--- src/rtl/four_adder.sv ---
// four_adder: 4-bit ripple-carry adder built from full-adder cells, with carry out,
// signed overflow and optionally registered outputs (one-cycle arithmetic stage).
module four_adder #(
    parameter bit REG_OUT = 1'b1
) (
    input  logic       clk,
    input  logic       rst_n,
    input  logic [3:0] a,
    input  logic [3:0] b,
    input  logic       c_in,
    output logic [3:0] sum,
    output logic       c_out,
    output logic       ovf
);
    logic [4:0] c;
    logic [3:0] s;
    assign c[0] = c_in;
    for (genvar i = 0; i < 4; i++) begin : g_fa
        assign s[i]   = a[i] ^ b[i] ^ c[i];
        assign c[i+1] = (a[i] & b[i]) | (a[i] & c[i]) | (b[i] & c[i]);
    end
    // signed overflow: carry into the sign bit differs from carry out of it
    if (REG_OUT) begin : g_reg
        always_ff @(posedge clk or negedge rst_n) begin
            if (!rst_n) begin
                sum   <= 4'b0000;
                c_out <= 1'b0;
                ovf   <= 1'b0;
            end else begin
                sum   <= s;
                c_out <= c[4];
                ovf   <= c[4] ^ c[3];
            end
        end
    end else begin : g_comb
        assign sum   = s;
        assign c_out = c[4];
        assign ovf   = c[4] ^ c[3];
    end
endmodule

--- config.mk ---
export PLATFORM = sky130hd
export DESIGN_NAME = four_adder
export DESIGN_NICKNAME = d
export VERILOG_FILES = /design/src/rtl/four_adder.sv
export SDC_FILE = /design/constraint.sdc
export NUM_CORES = 1
export LEC_CHECK = 0
export ABC_AREA = 0
export BUFFER_PORTS_ARGS = -buffer_cell sky130_fd_sc_hd__buf_2
export CORE_AREA = 2 2 39 41
export CTS_CLUSTER_SIZE = 14
export DETAILED_ROUTE_END_ITERATION = 10
export DIE_AREA = 0 0 41 43
export SETUP_SLACK_MARGIN = 0.05
export SYNTH_ARGS = -nofsm -noshare
export SYNTH_HDL_FRONTEND = slang
export SYNTH_SLANG_ARGS = --single-unit
--- constraint.sdc ---
create_clock -name clk -period 0.8 [get_ports clk]
set_clock_uncertainty 0.05 [all_clocks]
set_input_delay 0 -clock clk [delete_from_list [all_inputs] [get_ports clk]]
set_output_delay 0 -clock clk [all_outputs]
set_load 0.05 [all_outputs]
==> qor.txt <==
Final setup viols = 11
Routed vias/inst = 3.500
Status = finished, violations left
Layout Area Growth over Synthesis = 80.09%
Post-layout util = 35.99%
Final hold violations = 0
CP Class = primary input to flip-flop
Die area = 1763 um^2
Min Clock Period, post-route = 1.467 ns
Post-Synthesis Cell Area = 276.5 um^2
DIE HEIGHT = 43 um
Largest net degree at the start of global routing = 7
Gr usage total = 7.310%
Pwr/cell area = 2180 nW/um^2
Yosys top cell by area = dfrtp_1
RePlAce Congestion = 0.6689
DRT Pass-1 Iters = 1
Filler cells = 140
Leak Pwr = 0.2531 nW
Worst setup slack after placement = -0.9784 ns
Routed wire length per instance = 7.552 um
Row cnt = 14
Maximum fanout along the worst path = 2
Antenna-violating nets left = 0
Final net count = 59
Critical Path RT = 0.93 ns
Synthesized area per cell = 13.17 um^2
Post-Synth XOR/XNOR Area = 3.167%
Post-Synth Simple-Gate Area = 0%
TritonCTS clock tree = yes
Fin crit share = 183.4%
Non-Filler Instances = 58
Clk buf depth = 2
Cell mode on critical path = fa_2
Reg clk slew, reported paths = 0.04 ns
Vias in the first global route = 211
Area share of the largest cell type after synthesis = 54.30%
Clock Sinks = 6
Core area = 1384 um^2
VDD IR max = 0.5343 mV
Initial antenna violation count = 0
Buffers on Ports = 16
Fmax = 681.5 MHz
Net Count, Synth = 36
Worst slew margin = 91.21%
Vias = 203
Largest stage delay on the critical path = 0.41 ns
Reg area = 150.1 um^2
Placed cell count = 54
Slew @ Worst Pin = 0.1319 ns
Seq/Total Area, Yosys = 54.30%
Failing checks = setup timing
Main combinational cell family by area after synthesis = adder cells
Post-CTS Setup Bufs = 0
Die W = 41 um
Total gr overflow = 0
Top post-synthesis cells by area = dfrtp_1, fa_1, inv_1, xnor2_1
Diode count = 0
Critical Path AT = 1.60 ns
Worst setup EP type = flip-flop
Ys Warns = 0
Area of the multi-input gates = 98.84 um^2
Worst Hold Path Cells = 2
Cell count after synthesis = 21
Worst path slowest cell = fa_2
Proportion of synthesized area in mux cells = 0%
Final Slew Violations = 0
RSZ-0062 raised after global routing = true
DRT iter0 DRCs = 0
Worst Hold Class = primary input to flip-flop
Distinct cell type count after synthesis = 4
Root Buffer = clkbuf_4
Initial core utilization = 19.98%
MaxCap Viol Count = 0
Number of register bits inferred by synthesis = 6
TritonCTS buffer count = 3
Ratio of cells with drive above 1 in the final layout = 69.05%
Synth Area in Adders = 28.96%
Post-route setup slack = -0.6673 ns
Final hold slack = 0.03360 ns
Final WL = 438 um
Hold wc startpoint = b[2]
Global-route wire length before repair = 793 um
Startpoint Class = primary input
DRC = 0
H-tree depth = 1
Hold EP = sum[2]
Io pins = 17
Critical-path cell list = buf_8, inv_12, fa_2, inv_2, fa_2, fa_2, inv_2, fa_2, inv_1
Synth Area in Compound Gates = 0%
how the worst max path moves through the flow:
stage	from	endpoint	slack, ns	cells past startpoint
final	a[0]	sum[3]	-0.67	9
after global routing	a[0]	sum[3]	-0.71	9
after CTS	a[0]	sum[3]	-0.66	9
after detailed placement	a[0]	sum[3]	-0.98	9
after global placement	a[0]	sum[3]	-0.97	9
after floorplan	a[0]	sum[3]	-0.76	8
cell usage after synthesis:
library cell and n:
dfrtp_1 6, inv_1 10, xnor2_1 1, fa_1 4
power breakdown:
group	leakage [nW]	switching (mW)	total (mW)	internal, mW
clock	0.0138	0.0959	0.265	0.169
combinational	0.169	0.268	0.442	0.174
sequential	0.0699	0.0227	0.379	0.356
logic make-up after synthesis:
kind of cell,after synthesis
adders and majority gates,4
xor gates and xnor gates,1
buffers and inverters,10
DFF,6
sequential cells by signal, indices dropped and copies added (netlist names):
name,flops
sum,4
ovf,1
c_out,1
per-stage QoR:
step | power (mW) | TNS, ns | cell area (um^2)
after floorplan | 0.6296 | -2.652 | 304.0
after global placement | 0.7419 | -3.857 | 411.6
after detailed placement | 0.7447 | -3.901 | 411.6
after CTS | 1.110 | -2.227 | 498.0
after global routing | 1.173 | -2.505 | 498.0
final | 1.086 | -2.176 | 498.0
layout by cell type (no fill, tap or decap):
cell and n:
buf_2 8, buf_6 7, dfrtp_1 6, inv_1 5, fa_2 4, inv_2 3
clkbuf_4 3, inv_6 1, inv_12 1, xnor2_1 1, dlygate4sd3_1 1, buf_8 1
buf_4 1
metal layers:
layer  track usage, %  part of all wire [%]  up-vias
li1                 -                     -       95
met1            7.667                    32       91
met2            9.688                    52       15
met3            3.141                    14        2
met4            8.000                   1.8        0
met5                0                     0        -
timing repair:
action,4_1_cts,5_1_grt
endpoints found under the hold margin,6,0
pin swaps,1,1
hold buffers,1,0
gates resized for setup,17,0
endpoints found under the setup margin,11,11
critical path: cells and delay by family:
family | cells | cell delay, ns
buf+inv | 5 | 0.31
fa+ha+maj | 4 | 1.29
final cells by class:
cell class / instances / share of cell area, %
clock buffer: 3 / 4.523
tap: 16 / 4.020
sequential: 6 / 30.15
inverter: 10 / 11.06
timing repair buffer: 18 / 30.40
multi-input combinational: 5 / 19.85
(Power assumes the default switching activity.)
